### src/rtl/matrix_mul_fx_stream_if.sv
// rtl/matrix_mul_fx_stream_if.sv - host load/control port and result stream of the matrix multiplier
interface matrix_mul_fx_stream_if #(
    parameter int N         = 4,
    parameter int WORD_SIZE = 16,
    parameter int ADDRS_LEN = $clog2(2*N*N)
);
    logic                          we;
    logic [ADDRS_LEN-1:0]          addr;
    logic signed [WORD_SIZE-1:0]   data_wr;
    logic                          start;
    logic                          busy;
    logic                          done;
    logic                          out_valid;
    logic                          out_ready;
    logic signed [WORD_SIZE-1:0]   out_data;
    logic [$clog2(N)-1:0]          out_row;
    logic [$clog2(N)-1:0]          out_col;
    logic                          ovf;

    modport master (
        output we, addr, data_wr, start, out_ready,
        input  busy, done, out_valid, out_data, out_row, out_col, ovf
    );

    modport slave (
        input  we, addr, data_wr, start, out_ready,
        output busy, done, out_valid, out_data, out_row, out_col, ovf
    );
endinterface

### src/rtl/matrix_mul_fx_stream.sv
// rtl/matrix_mul_fx_stream.sv - fixed-point NxN multiplier, one MAC, column-major rounded/saturated output stream
module matrix_mul_fx_stream #(
    parameter int N         = 4,
    parameter int WORD_SIZE = 16,
    parameter int QF_BITS   = 8,
    parameter int ADDRS_LEN = $clog2(2*N*N)
) (
    input  logic                  src_clk,
    input  logic                  rst_n,
    matrix_mul_fx_stream_if.slave bus,
    output logic [3:0]            QI,
    output logic [3:0]            QF
);
    localparam int NN   = N * N;
    localparam int AW   = $clog2(NN);
    localparam int IW   = $clog2(N);
    localparam int KW   = $clog2(N + 1);
    localparam int PW   = 2 * WORD_SIZE;
    localparam int ACCW = 2 * WORD_SIZE + $clog2(N);

    localparam logic [ADDRS_LEN:0] NN_E  = (ADDRS_LEN+1)'(NN);
    localparam logic [ADDRS_LEN:0] NN2_E = (ADDRS_LEN+1)'(2 * NN);
    localparam logic [KW-1:0]      K_END = KW'(N);
    localparam logic [IW-1:0]      I_END = IW'(N - 1);
    localparam logic signed [ACCW-1:0] RND     = ACCW'(1) << (QF_BITS - 1);
    localparam logic signed [ACCW-1:0] SAT_MAX = {{(ACCW-WORD_SIZE+1){1'b0}}, {(WORD_SIZE-1){1'b1}}};
    localparam logic signed [ACCW-1:0] SAT_MIN = {{(ACCW-WORD_SIZE+1){1'b1}}, {(WORD_SIZE-1){1'b0}}};

    typedef enum logic [2:0] {IDLE, MAC, ROUND, OUT, DONE} state_t;

    state_t state, next_state;

    logic signed [WORD_SIZE-1:0] mem_a [NN];
    logic signed [WORD_SIZE-1:0] mem_b [NN];
    logic signed [WORD_SIZE-1:0] rd_a, rd_b;

    logic [ADDRS_LEN:0]     addr_ext;
    logic [AW-1:0]          wr_a_idx, wr_b_idx, a_idx, b_idx;
    logic                   wr_ok, rd_en, last_elem, sat_hi, sat_lo;
    logic [KW-1:0]          k;
    logic [IW-1:0]          i, j;
    logic                   prod_vld;
    logic signed [PW-1:0]   prod;
    logic signed [ACCW-1:0] acc, prod_ext, rsum, rsh;
    logic signed [WORD_SIZE-1:0] rnd_val, out_data;
    logic [IW-1:0]          out_row, out_col;
    logic                   ovf, busy, done, out_valid;

    assign QI = 4'(WORD_SIZE - QF_BITS);
    assign QF = 4'(QF_BITS);

    assign addr_ext = {1'b0, bus.addr};
    assign wr_a_idx = AW'(addr_ext);
    assign wr_b_idx = AW'(addr_ext - NN_E);
    assign wr_ok    = bus.we && (state == IDLE);

    assign rd_en     = (state == MAC) && (k < K_END);
    assign a_idx     = AW'(i) * AW'(N) + AW'(k);
    assign b_idx     = AW'(k) * AW'(N) + AW'(j);
    assign last_elem = (i == I_END) && (j == I_END);

    // Memory is deliberately left out of reset so a run can be repeated after an abort.
    always_ff @(posedge src_clk) begin
        if (wr_ok && (addr_ext < NN_E)) begin
            mem_a[wr_a_idx] <= bus.data_wr;
        end else if (wr_ok && (addr_ext < NN2_E)) begin
            mem_b[wr_b_idx] <= bus.data_wr;
        end
        if (rd_en) begin
            rd_a <= mem_a[a_idx];
            rd_b <= mem_b[b_idx];
        end
    end

    assign prod     = rd_a * rd_b;
    assign prod_ext = {{(ACCW-PW){prod[PW-1]}}, prod};

    // Round half up, then clamp to the signed output word range.
    assign rsum    = acc + RND;
    assign rsh     = rsum >>> QF_BITS;
    assign sat_hi  = rsh > SAT_MAX;
    assign sat_lo  = rsh < SAT_MIN;
    assign rnd_val = sat_hi ? SAT_MAX[WORD_SIZE-1:0] :
                     sat_lo ? SAT_MIN[WORD_SIZE-1:0] : rsh[WORD_SIZE-1:0];

    always_ff @(posedge src_clk or negedge rst_n) begin
        if (!rst_n) begin
            state <= IDLE;
        end else begin
            state <= next_state;
        end
    end

    always_comb begin
        next_state = state;
        busy       = 1'b0;
        done       = 1'b0;
        out_valid  = 1'b0;
        case (state)
            IDLE:  if (bus.start) next_state = MAC;
            MAC: begin
                busy = 1'b1;
                if (k == K_END) next_state = ROUND;
            end
            ROUND: begin
                busy       = 1'b1;
                next_state = OUT;
            end
            OUT: begin
                busy      = 1'b1;
                out_valid = 1'b1;
                if (bus.out_ready) next_state = last_elem ? DONE : MAC;
            end
            DONE: begin
                done       = 1'b1;
                next_state = IDLE;
            end
            default: next_state = IDLE;
        endcase
    end

    always_ff @(posedge src_clk or negedge rst_n) begin
        if (!rst_n) begin
            acc      <= '0;
            k        <= '0;
            i        <= '0;
            j        <= '0;
            prod_vld <= 1'b0;
            out_data <= '0;
            out_row  <= '0;
            out_col  <= '0;
            ovf      <= 1'b0;
        end else begin
            case (state)
                IDLE: begin
                    if (bus.start) begin
                        acc      <= '0;
                        k        <= '0;
                        i        <= '0;
                        j        <= '0;
                        prod_vld <= 1'b0;
                        ovf      <= 1'b0;
                    end
                end
                MAC: begin
                    // Product of the read issued last cycle lands now.
                    prod_vld <= rd_en;
                    if (prod_vld) acc <= acc + prod_ext;
                    k <= (k == K_END) ? '0 : k + KW'(1);
                end
                ROUND: begin
                    out_data <= rnd_val;
                    out_row  <= i;
                    out_col  <= j;
                    if (sat_hi || sat_lo) ovf <= 1'b1;
                end
                OUT: begin
                    if (bus.out_ready) begin
                        acc      <= '0;
                        prod_vld <= 1'b0;
                        if (i == I_END) begin
                            i <= '0;
                            j <= j + IW'(1);
                        end else begin
                            i <= i + IW'(1);
                        end
                    end
                end
                default: ;
            endcase
        end
    end

    assign bus.busy      = busy;
    assign bus.done      = done;
    assign bus.out_valid = out_valid;
    assign bus.out_data  = out_data;
    assign bus.out_row   = out_row;
    assign bus.out_col   = out_col;
    assign bus.ovf       = ovf;
endmodule

### src/flat_wrapper.sv
// flat-port wrapper written by rule: the top's interface ports become plain ports
module matrix_mul_fx_stream_flat 
#(
    parameter int N         = 4,
    parameter int WORD_SIZE = 16,
    parameter int QF_BITS   = 8,
    parameter int ADDRS_LEN = $clog2(2*N*N)
)
  (src_clk, rst_n, QI, QF, bus_we, bus_addr, bus_data_wr, bus_start, bus_out_ready, bus_busy, bus_done, bus_out_valid, bus_out_data, bus_out_row, bus_out_col, bus_ovf);
  matrix_mul_fx_stream_if #(.N(N), .WORD_SIZE(WORD_SIZE), .ADDRS_LEN(ADDRS_LEN)) bus_i ();
  input  logic src_clk;
  input  logic rst_n;
  output logic [3:0] QI;
  output logic [3:0] QF;
  input wire logic [$bits(bus_i.we)-1:0] bus_we;
  input wire logic [$bits(bus_i.addr)-1:0] bus_addr;
  input wire logic [$bits(bus_i.data_wr)-1:0] bus_data_wr;
  input wire logic [$bits(bus_i.start)-1:0] bus_start;
  input wire logic [$bits(bus_i.out_ready)-1:0] bus_out_ready;
  output wire logic [$bits(bus_i.busy)-1:0] bus_busy;
  output wire logic [$bits(bus_i.done)-1:0] bus_done;
  output wire logic [$bits(bus_i.out_valid)-1:0] bus_out_valid;
  output wire logic [$bits(bus_i.out_data)-1:0] bus_out_data;
  output wire logic [$bits(bus_i.out_row)-1:0] bus_out_row;
  output wire logic [$bits(bus_i.out_col)-1:0] bus_out_col;
  output wire logic [$bits(bus_i.ovf)-1:0] bus_ovf;
  assign bus_i.we = bus_we;
  assign bus_i.addr = bus_addr;
  assign bus_i.data_wr = bus_data_wr;
  assign bus_i.start = bus_start;
  assign bus_i.out_ready = bus_out_ready;
  assign bus_busy = bus_i.busy;
  assign bus_done = bus_i.done;
  assign bus_out_valid = bus_i.out_valid;
  assign bus_out_data = bus_i.out_data;
  assign bus_out_row = bus_i.out_row;
  assign bus_out_col = bus_i.out_col;
  assign bus_ovf = bus_i.ovf;
  matrix_mul_fx_stream #(.N(N), .WORD_SIZE(WORD_SIZE), .QF_BITS(QF_BITS), .ADDRS_LEN(ADDRS_LEN)) u_core (.src_clk(src_clk), .rst_n(rst_n), .bus(bus_i), .QI(QI), .QF(QF));
endmodule
### config.mk
export PLATFORM = sky130hd
export DESIGN_NAME = matrix_mul_fx_stream_flat
export DESIGN_NICKNAME = d
export VERILOG_FILES = /design/src/rtl/matrix_mul_fx_stream_if.sv /design/src/rtl/matrix_mul_fx_stream.sv /design/src/flat_wrapper.sv
export SDC_FILE = /design/constraint.sdc
export NUM_CORES = 1
export LEC_CHECK = 0
export BUFFER_PORTS_ARGS = -buffer_cell sky130_fd_sc_hd__clkbuf_2
export CORE_ASPECT_RATIO = 0.8
export CORE_MARGIN = 4
export CORE_UTILIZATION = 25
export CTS_CLUSTER_DIAMETER = 200
export DETAILED_ROUTE_END_ITERATION = 8
export MAX_ROUTING_LAYER = met4
export PLACE_DENSITY_LB_ADDON = 0.2
export SLEW_MARGIN = 20
export SYNTH_ARGS = -nofsm -noshare
export SYNTH_HDL_FRONTEND = slang
export SYNTH_SLANG_ARGS = --single-unit
### constraint.sdc
create_clock -name src_clk -period 7.6 [get_ports src_clk]
set_input_delay 0.76 -clock src_clk [delete_from_list [all_inputs] [get_ports src_clk]]
set_output_delay 0.76 -clock src_clk [all_outputs]
set_load 0.05 [all_outputs]
==> results of run 1 <==
kinds of logic after synthesis:
family	synth area share [%]
AND/OR/NAND/NOR	6.74
other	0.0214
XOR/XNOR	1.52
AO/OA/AOI/OAI	3.53
multiplexers	10.5
buffers and inverters	5.21
adder cells (fa/ha/maj)	21.2
flip-flops	51.2
registers in the layout, indices dropped and copies added, names as in the netlist:
name / flops
u_core.acc: 34
u_core.bus.out_col: 2
u_core.bus.out_data: 16
u_core.bus.out_row: 2
u_core.bus.ovf: 1
u_core.i: 2
u_core.j: 2
u_core.k: 3
u_core.mem_a: 256
u_core.mem_b: 256
u_core.prod_vld: 1
u_core.rd_a: 16
u_core.rd_b: 16
u_core.state: 3
cells in the final DEF (no fill, tap or decap), types with 13 or more instances in the layout:
cell type  netlist  final
ha_1           108    108
fa_1           305    305
dfrtp_1         66     62
inv_1          352    352
o21ai_0         23     23
nor2_2          10     28
nand3_1         17     17
nand2_1        185    185
a22o_1          21     21
buf_4           11     44
clkinv_1         0     13
o31ai_1         14     14
o22a_1          15     15
nor2_1          68     46
clkbuf_2         0     48
edfxtp_1       544    544
mux4_2         160    160
clkbuf_16        0     67
xnor2_1         36     36
a21oi_1         34     34
xor2_1          25     24
and2_1         121    121
final cells by class:
cell class	count	area [um2]
diodes	4	10.0
clock buffers	79	1720
clock inverters	41	463
fillers	14000	99000
inverters	353	1330
multi-input cells	1295	15500
flip-flops and latches	610	18000
well taps	1860	2330
repair buffers	93	598
layer usage:
layer / GRT usage, % / part of all wire, %
met1: 18.6 / 50
met5: - / 0
met4: 2.69 / 1.7
met3: 2.53 / 4.5
met2: 18.5 / 44
per-stage QoR:
| stage | util [%] | setup slack [ns] |
|---|---|---|
| after global routing | 28.7 | 0.488 |
| after floorplan | - | 1.30 |
| final | 28.7 | 0.828 |
| after global placement | 27.1 | 0.909 |
| after detailed placement | 27.1 | 0.791 |
| after CTS | 28.7 | 0.800 |
path summary, 6_finish.rpt:
kind | depth (start not counted) | to | slack, ns | start
worst max register to register | 19 | u_core.acc[32]$_DFFE_PN0P_ | 0.83 | u_core.rd_b[1]$_DFFE_PP_
worst max-delay path | 19 | u_core.acc[32]$_DFFE_PN0P_ | 0.83 | u_core.rd_b[1]$_DFFE_PP_
worst min register to register | 1 | u_core.bus.out_col[0]$_DFFE_PN0P_ | 0.48 | u_core.bus.out_col[0]$_DFFE_PN0P_
max in group asynchronous | 1 | u_core.k[0]$_DFFE_PN0P_ | 6.66 | rst_n
worst min-delay path | 1 | u_core.acc[7]$_DFFE_PN0P_ | 0.21 | rst_n
min in group src_clk | 2 | u_core.i[0]$_DFFE_PN0P_ | 0.48 | bus_out_ready
critical path: stages, from the launching register on:
cell	delay, ns
edfxtp_1	0.62
nand2_1	0.27
inv_1	0.09
fa_1	0.63
fa_1	0.87
fa_1	0.53
fa_1	0.52
fa_1	0.50
inv_1	0.05
fa_1	0.48
inv_1	0.05
ha_1	0.35
and4_1	0.27
a41o_1	0.23
a211oi_1	0.28
o21ai_1	0.11
a211oi_1	0.35
a21oi_1	0.14
xor2_1	0.15
a22o_1	0.20
==> impl_metrics.env, run 1 <==
export IMPL_synthesis_area_um2=35100
export IMPL_synth_cell_types=76
export IMPL_grt_max_degree=69
export IMPL_fin_nets=2859
export IMPL_num_rows=122
export IMPL_holdCritPathClass="input pin to async pin"
export IMPL_drtIter0Drc=1012
export IMPL_postCtsSetupRepairBufs=0
export IMPL_yosys_warnings=0
export IMPL_cts_max_path_buffers=3
export IMPL_cts_buffers=67
export IMPL_setup_viol=0
export IMPL_rsz0062_at_grt="false"
export IMPL_synth_cells=2360
export IMPL_avgSynthCellArea_um2=14.9
export IMPL_dr_pass1_iters=5
export IMPL_cts_hold_buf=0
export IMPL_num_vias=18800
export IMPL_critPathArrivalTime_ns=7.31
export IMPL_cts_repair_resized=0
export IMPL_yosys_top_cells_area="edfxtp_1, fa_1, mux4_2"
export IMPL_synthTopCellsByCount="edfxtp_1, inv_1, fa_1"
export IMPL_grt_pass1_wl_um=136000
export IMPL_gp_congestion=0.820
export IMPL_max_slew_worst_pin_slew_ns=1.01
export IMPL_placed_cells=4210
export IMPL_placed_area_um2=37700
export IMPL_grt_pass1_vias=20300
export IMPL_end_kind="register"
export IMPL_die_w_um=427
export IMPL_viasPerCell=4.33
export IMPL_start_util_pct=25.3
export IMPL_fmax_mhz=148
export IMPL_synth_seq_cells=610
export IMPL_yosysMostFrequentCell="edfxtp_1"
export IMPL_slew_violations=0
export IMPL_holdWs_ns=0.209
export IMPL_htreeDepth=3
export IMPL_final_cells=4335
export IMPL_drc_errors=0
export IMPL_core_um2=139000
export IMPL_period_share_pct=89.1
export IMPL_clockRootBuffer="clkbuf_16"
export IMPL_track_usage_pct=12.8
export IMPL_die_area_um2=147000
export IMPL_yosys_area_top_type="edfxtp_1"
export IMPL_setup_tns_ns=0
export IMPL_fin_skew_ns=0.0604
export IMPL_clk_pin_slew_worst_paths_ns=0.08
export IMPL_cts_tree="built"
export IMPL_clock_sinks=610
export IMPL_final_area_um2=39900
export IMPL_synth_top_area_share_pct=46.5
export IMPL_slew_headroom_pct=32.7
export IMPL_finalHoldViolations=0
export IMPL_async_flop_share_pct=10.8
export IMPL_period_needed_ns=6.77
export IMPL_worst_path_max_fanout=16
export IMPL_cp_start_kind="register"
export IMPL_drive_above_1_share_pct=16.7
export IMPL_io_pins=58
export IMPL_crit_type="register to register"
export IMPL_yosysSeqAreaShare_pct=51.2
export IMPL_dieHeight_um=343
export IMPL_antenna_found_initial=8
export IMPL_wl_per_cell_um=20.5
export IMPL_cp_required_ns=8.13
export IMPL_ant_nets=0
export IMPL_clock_latency_ns=0.67
export IMPL_port_buffer_count=49
export IMPL_syn2layout_area_growth_pct=13.7
export IMPL_status="finished, final reports clean"
export IMPL_globalRouteOverflowTotal=0
export IMPL_drv_cap=0
export IMPL_drt_total_wl_um=88700
export IMPL_dp_hpwl_um=62100
export IMPL_synth_edf_count=544
export IMPL_synth_flop_cell="edfxtp_1"
Power of run 1 is left out: the tool's default activity adds up to more than one toggle a clock period on the data nets, which glitch-free logic cannot reach.
==> run 2, diff against run 1 <==
- ABC_AREA: unset -> 1
==> impl_metrics.env, run 2 <==
export IMPL_status="finished, final reports clean"
export IMPL_fin_skew_ns=0.0461
export IMPL_async_flop_share_pct=10.8
export IMPL_crit_path_end="u_core.acc[32]$_DFFE_PN0P_"
export IMPL_track_usage_pct=14.4
export IMPL_synth_top_area_share_pct=45.3
export IMPL_max_slew_worst_pin_slew_ns=1.08
export IMPL_finalHoldViolations=0
export IMPL_dr_pass1_iters=5
export IMPL_final_cell_mix="edfxtp_1, inv_1, nand2_1, nor2_1, o21ai_0"
export IMPL_syn2layout_area_growth_pct=13.3
export IMPL_period_share_pct=86.3
export IMPL_gp_congestion=0.813
export IMPL_synthesis_area_um2=36000
export IMPL_drv_cap=0
export IMPL_worst_path_max_fanout=16
export IMPL_grt_pass1_vias=24400
export IMPL_viasPerCell=4.45
export IMPL_final_common_cell="edfxtp_1"
export IMPL_num_vias=23600
export IMPL_setup_slack_ns=1.04
export IMPL_reg_top3="u_core.mem_a (256), u_core.mem_b (256), u_core.acc (34)"
export IMPL_globalRouteOverflowTotal=0
export IMPL_synthTopCellsByCount="edfxtp_1, inv_1, nand2_1"
export IMPL_placed_cells=5169
export IMPL_synth_cell_types=50
export IMPL_ff_latch_area_um2=18000
export IMPL_setup_viol=0
export IMPL_period_needed_ns=6.56
export IMPL_grt_use_met3_pct=2.09
export IMPL_dieHeight_um=348
export IMPL_clock_latency_ns=0.68
export IMPL_final_cells=5301
export IMPL_reg2reg_from="u_core.rd_b[1]$_DFFE_PP_"
export IMPL_dp_hpwl_um=69500
export IMPL_synth_flop_cell="edfxtp_1"
export IMPL_cts_max_path_buffers=3
export IMPL_crit_type="register to register"
export IMPL_rsz0062_at_grt="false"
export IMPL_holdCritPathClass="input pin to register"
export IMPL_synth_seq_cells=610
export IMPL_gr_usage_met1_pct=20.1
export IMPL_drive_above_1_share_pct=8.62
export IMPL_cts_tree="built"
export IMPL_fmax_mhz=153
export IMPL_cp_start_kind="register"
export IMPL_end_kind="register"
export IMPL_port_buffer_count=49
export IMPL_fillers=15100
export IMPL_io_pins=58
export IMPL_die_w_um=432
export IMPL_core_um2=143000
export IMPL_antenna_found_initial=4
export IMPL_avgSynthCellArea_um2=10.7
export IMPL_synth_edf_count=544
export IMPL_slew_violations=0
export IMPL_cp_startpoint="u_core.rd_b[1]$_DFFE_PP_"
export IMPL_busiest_layer="met2"
export IMPL_yosysMostFrequentCell="edfxtp_1"
export IMPL_synth_cells=3356
export IMPL_die_area_um2=150000
export IMPL_start_util_pct=25.2
export IMPL_ant_nets=0
export IMPL_r2r_end="u_core.acc[32]$_DFFE_PN0P_"
export IMPL_fin_nets=3794
export IMPL_regToRegSetupSlack_ns=1.04
export IMPL_grt_pass1_wl_um=159000
export IMPL_critPathArrivalTime_ns=7.09
export IMPL_yosys_top_cells_area="edfxtp_1, fa_1, inv_1"
export IMPL_wl_per_cell_um=19.6
export IMPL_clk_pin_slew_worst_paths_ns=0.07
export IMPL_rr_worst_depth=20
export IMPL_multi_input_area_um2=15400
export IMPL_htreeDepth=3
export IMPL_cp_required_ns=8.13
export IMPL_slew_headroom_pct=27.6
export IMPL_drt_total_wl_um=104000
export IMPL_clock_sinks=610
export IMPL_met2_usage_pct=22.2
export IMPL_drc_errors=0
export IMPL_num_rows=124
export IMPL_dpl_worst_slack_ns=1.09
export IMPL_yosys_warnings=0
export IMPL_yosys_area_top_type="edfxtp_1"
export IMPL_grt_max_degree=129
export IMPL_drtIter0Drc=1489
export IMPL_clockRootBuffer="clkbuf_16"
export IMPL_setup_tns_ns=0
export IMPL_cts_buffers=73
export IMPL_yosysSeqAreaShare_pct=49.9
## run 2: cell count changes after synthesis, sizes merged, moves of 79 or more
| cell | change |
|---|---|
| o21ai | +355 |
| nand2 | +265 |
| o221ai | +79 |
| clkbuf | +90 |
| mux4 | -160 |
| inv | +184 |
| and2 | -121 |
| nor2 | +336 |
## run 2: final cells by class
cell class / instances / share of cell area (%)
Antenna cell: 1 / 0.00613
Clock buffer: 91 / 4.72
Clock inverter: 39 / 1.01
Inverter: 541 / 4.99
Multi-Input combinational cell: 2029 / 37.8
Sequential cell: 610 / 44.1
Tap cell: 1890 / 5.79
Timing Repair Buffer: 100 / 1.66
## run 2: logic make-up (layout without fill, tap and decap cells)
kind of cell             count (synthesis)  count (layout)  synth area share, %
flip-flops                             610             610                 49.9
XOR/XNOR                                34              34                0.847
adder cells (fa/ha/maj)                413             413                 20.7
AND/OR/NAND/NOR                        952             952                 10.6
other                                    2               9               0.0208
buffers and inverters                  723             771                 7.69
AO/OA/AOI/OAI                          622             622                 10.3
## run 2: per-stage QoR
step | utilization [%] | hold slack [ns] | cell area, um2
2_1_floorplan | - | 0.464 | 36100
3_3_place_gp | 26.9 | 0.470 | 38400
3_5_place_dp | 26.9 | 0.471 | 38500
4_1_cts | 28.5 | 0.354 | 40800
5_1_grt | 28.5 | 0.421 | 40800
6_report | 28.5 | 0.416 | 40800
## run 2: worst min path at each step
stage,from,endpoint,slack [ns],cells after the start
floorplan,rst_n,u_core.acc[0]$_DFFE_PN0P_,0.46,0
global placement,u_core.bus.out_data[15]$_DFFE_PN0P_,u_core.bus.out_data[15]$_DFFE_PN0P_,0.47,2
detailed placement,u_core.bus.out_data[15]$_DFFE_PN0P_,u_core.bus.out_data[15]$_DFFE_PN0P_,0.47,2
CTS,bus_out_ready,u_core.i[0]$_DFFE_PN0P_,0.35,3
global route,bus_out_ready,u_core.i[1]$_DFFE_PN0P_,0.42,3
finish,bus_out_ready,u_core.i[0]$_DFFE_PN0P_,0.42,3
## run 2: per-layer routing
layer | vias to the layer above | routed length (um)
met1 | 12100 | 50100
met4 | 0 | 1880
met3 | 92 | 4450
met2 | 380 | 47400
li1 | 11100 | -
met5 | - | 0
## run 2: worst max-delay path, stage by stage (launching register included)
cell      delay [ns]
edfxtp_1        0.64
nand2_1         0.27
inv_1           0.09
fa_1            0.63
fa_1            0.88
inv_1           0.12
fa_1            0.61
inv_1           0.13
fa_1            0.46
fa_1            0.49
inv_1           0.05
fa_1            0.47
inv_1           0.04
ha_1            0.36
nand2_1         0.10
nor3_1          0.24
nand4_1         0.20
nor4_1          0.25
nand2_1         0.13
a21oi_1         0.18
o22ai_1         0.09
## run 2: timing repair
action	in CTS	in global routing
hold endpoints to repair	8	0
gates resized for setup	0	0
hold buffers	1	0
setup buffers	0	0
Power of run 2 is left out for the same reason.
==> run 3, diff against run 2 <==
- CORE_UTILIZATION: 25 -> 50
- CTS_BUF_LIST: unset -> sky130_fd_sc_hd__clkbuf_2
- TNS_END_PERCENT: unset -> 30
==> impl_metrics.env, run 3 (synthesis results as in run 2) <==
export IMPL_final_cell_mix="edfxtp_1, inv_1, nand2_1, nor2_1, o21ai_0"
export IMPL_drv_cap=0
export IMPL_cts_tree="built"
export IMPL_grt_max_degree=115
export IMPL_cts_buffers=151
export IMPL_holdCritPathClass="input pin to register"
export IMPL_ant_nets=0
export IMPL_viasPerCell=5.61
export IMPL_port_buffer_count=49
export IMPL_grt_pass1_wl_um=150000
export IMPL_regToRegSetupSlack_ns=0.80
export IMPL_drive_above_1_share_pct=11.1
export IMPL_slew_headroom_pct=32.8
export IMPL_cts_repair_resized=0
export IMPL_die_w_um=308
export IMPL_worst_path_max_fanout=16
export IMPL_hold_depth=5
export IMPL_cts_max_path_buffers=3
export IMPL_start_util_pct=50.8
export IMPL_clock_latency_ns=1.32
export IMPL_slew_violations=0
export IMPL_reg_top3="u_core.mem_a (256), u_core.mem_b (256), u_core.acc (34)"
export IMPL_utilization_pct=54.5
export IMPL_drt_total_wl_um=95500
export IMPL_fillers=6178
export IMPL_reg2reg_from="u_core.rd_a[15]$_DFFE_PP_"
export IMPL_dp_hpwl_um=64600
export IMPL_placed_area_um2=37100
export IMPL_end_kind="register"
export IMPL_htreeDepth=4
export IMPL_clock_sinks=610
export IMPL_final_area_um2=38700
export IMPL_status="finished, final reports clean"
export IMPL_finalHoldViolations=0
export IMPL_dr_pass1_iters=5
export IMPL_globalRouteOverflowTotal=0
export IMPL_crit_type="register to register"
export IMPL_grt_pass1_vias=26200
export IMPL_die_area_um2=76500
export IMPL_num_rows=87
export IMPL_num_vias=25100
export IMPL_holdPathEnd="u_core.mem_a[11][11]$_DFFE_PP_"
export IMPL_final_common_cell="edfxtp_1"
export IMPL_r2r_end="u_core.acc[30]$_DFFE_PN0P_"
export IMPL_clockRootBuffer="clkbuf_2"
export IMPL_clk_pin_slew_worst_paths_ns=0.11
export IMPL_period_needed_ns=6.80
export IMPL_rr_worst_depth=18
export IMPL_track_usage_pct=26.7
export IMPL_wl_per_cell_um=21.3
export IMPL_setup_tns_ns=0
export IMPL_holdWs_ns=0.172
export IMPL_fin_skew_ns=0.0629
export IMPL_syn2layout_area_growth_pct=7.27
export IMPL_critPathArrivalTime_ns=7.98
export IMPL_drtIter0Drc=2530
export IMPL_cp_required_ns=8.78
export IMPL_antenna_found_initial=3
export IMPL_rsz0062_at_grt="false"
export IMPL_postCtsSetupRepairBufs=0
export IMPL_gp_congestion=0.920
export IMPL_hold_start="bus_addr[2]"
export IMPL_fin_nets=3886
export IMPL_fmax_mhz=147
export IMPL_setup_viol=0
export IMPL_max_slew_worst_pin_slew_ns=1.01
export IMPL_dieHeight_um=248
export IMPL_cts_hold_buf=15
export IMPL_drc_errors=0
export IMPL_period_share_pct=89.4
export IMPL_core_um2=71000
export IMPL_io_pins=58
export IMPL_cp_start_kind="register"
run 3: cell type report:
cell class / count / area, um2 / share of cell area (%)
diodes: 2 / 5.00 / 0.0129
clock buffers: 210 / 1050 / 2.72
clock inverters: 43 / 305 / 0.790
inverters: 541 / 2040 / 5.27
multi-input cells: 2029 / 15300 / 39.6
flip-flops and latches: 610 / 18000 / 46.6
well taps: 934 / 1170 / 3.02
repair buffers: 114 / 774 / 2.00
run 3: critical path, cell delays in order (launching register included):
cell      delay [ns]
edfxtp_1        0.75
nand2_1         0.26
inv_1           0.15
fa_1            0.54
fa_1            0.89
inv_1           0.12
fa_1            0.62
inv_1           0.14
fa_1            0.46
fa_1            0.49
inv_1           0.05
fa_1            0.47
inv_1           0.05
ha_1            0.37
nand3_1         0.16
nor3_1          0.45
nand3_1         0.31
a21oi_1         0.23
o22ai_1         0.12
run 3: metrics by stage:
| step | worst slack, ns | std cells |
|---|---|---|
| floorplan | 1.83 | 3362 |
| global placement | 0.898 | 4213 |
| detailed placement | 1.02 | 4213 |
| CTS | 0.949 | 4481 |
| global route | 0.409 | 4483 |
| finish | 0.804 | 4483 |
run 3: layer usage:
layer / track usage, % / up-vias / part of all wire [%]
li1: - / 11300 / -
met1: 37.0 / 12700 / 45
met2: 40.5 / 953 / 45
met3: 5.13 / 130 / 7.9
met4: 8.13 / 0 / 2.0
met5: - / - / 0
run 3: worst max path at each step:
stage                                   start                         end  slack (ns)  cells after the start
global placement    u_core.rd_a[15]$_DFFE_PP_  u_core.acc[30]$_DFFE_PN0P_        0.90                     18
finish              u_core.rd_a[15]$_DFFE_PP_  u_core.acc[30]$_DFFE_PN0P_        0.80                     18
CTS                 u_core.rd_a[15]$_DFFE_PP_  u_core.acc[30]$_DFFE_PN0P_        0.95                     18
floorplan           u_core.rd_a[15]$_DFFE_PP_  u_core.acc[32]$_DFFE_PN0P_        1.83                     21
global route        u_core.rd_a[15]$_DFFE_PP_  u_core.acc[30]$_DFFE_PN0P_        0.41                     18
detailed placement  u_core.rd_a[15]$_DFFE_PP_  u_core.acc[30]$_DFFE_PN0P_        1.02                     18
Power of run 3 is left out for the same reason.
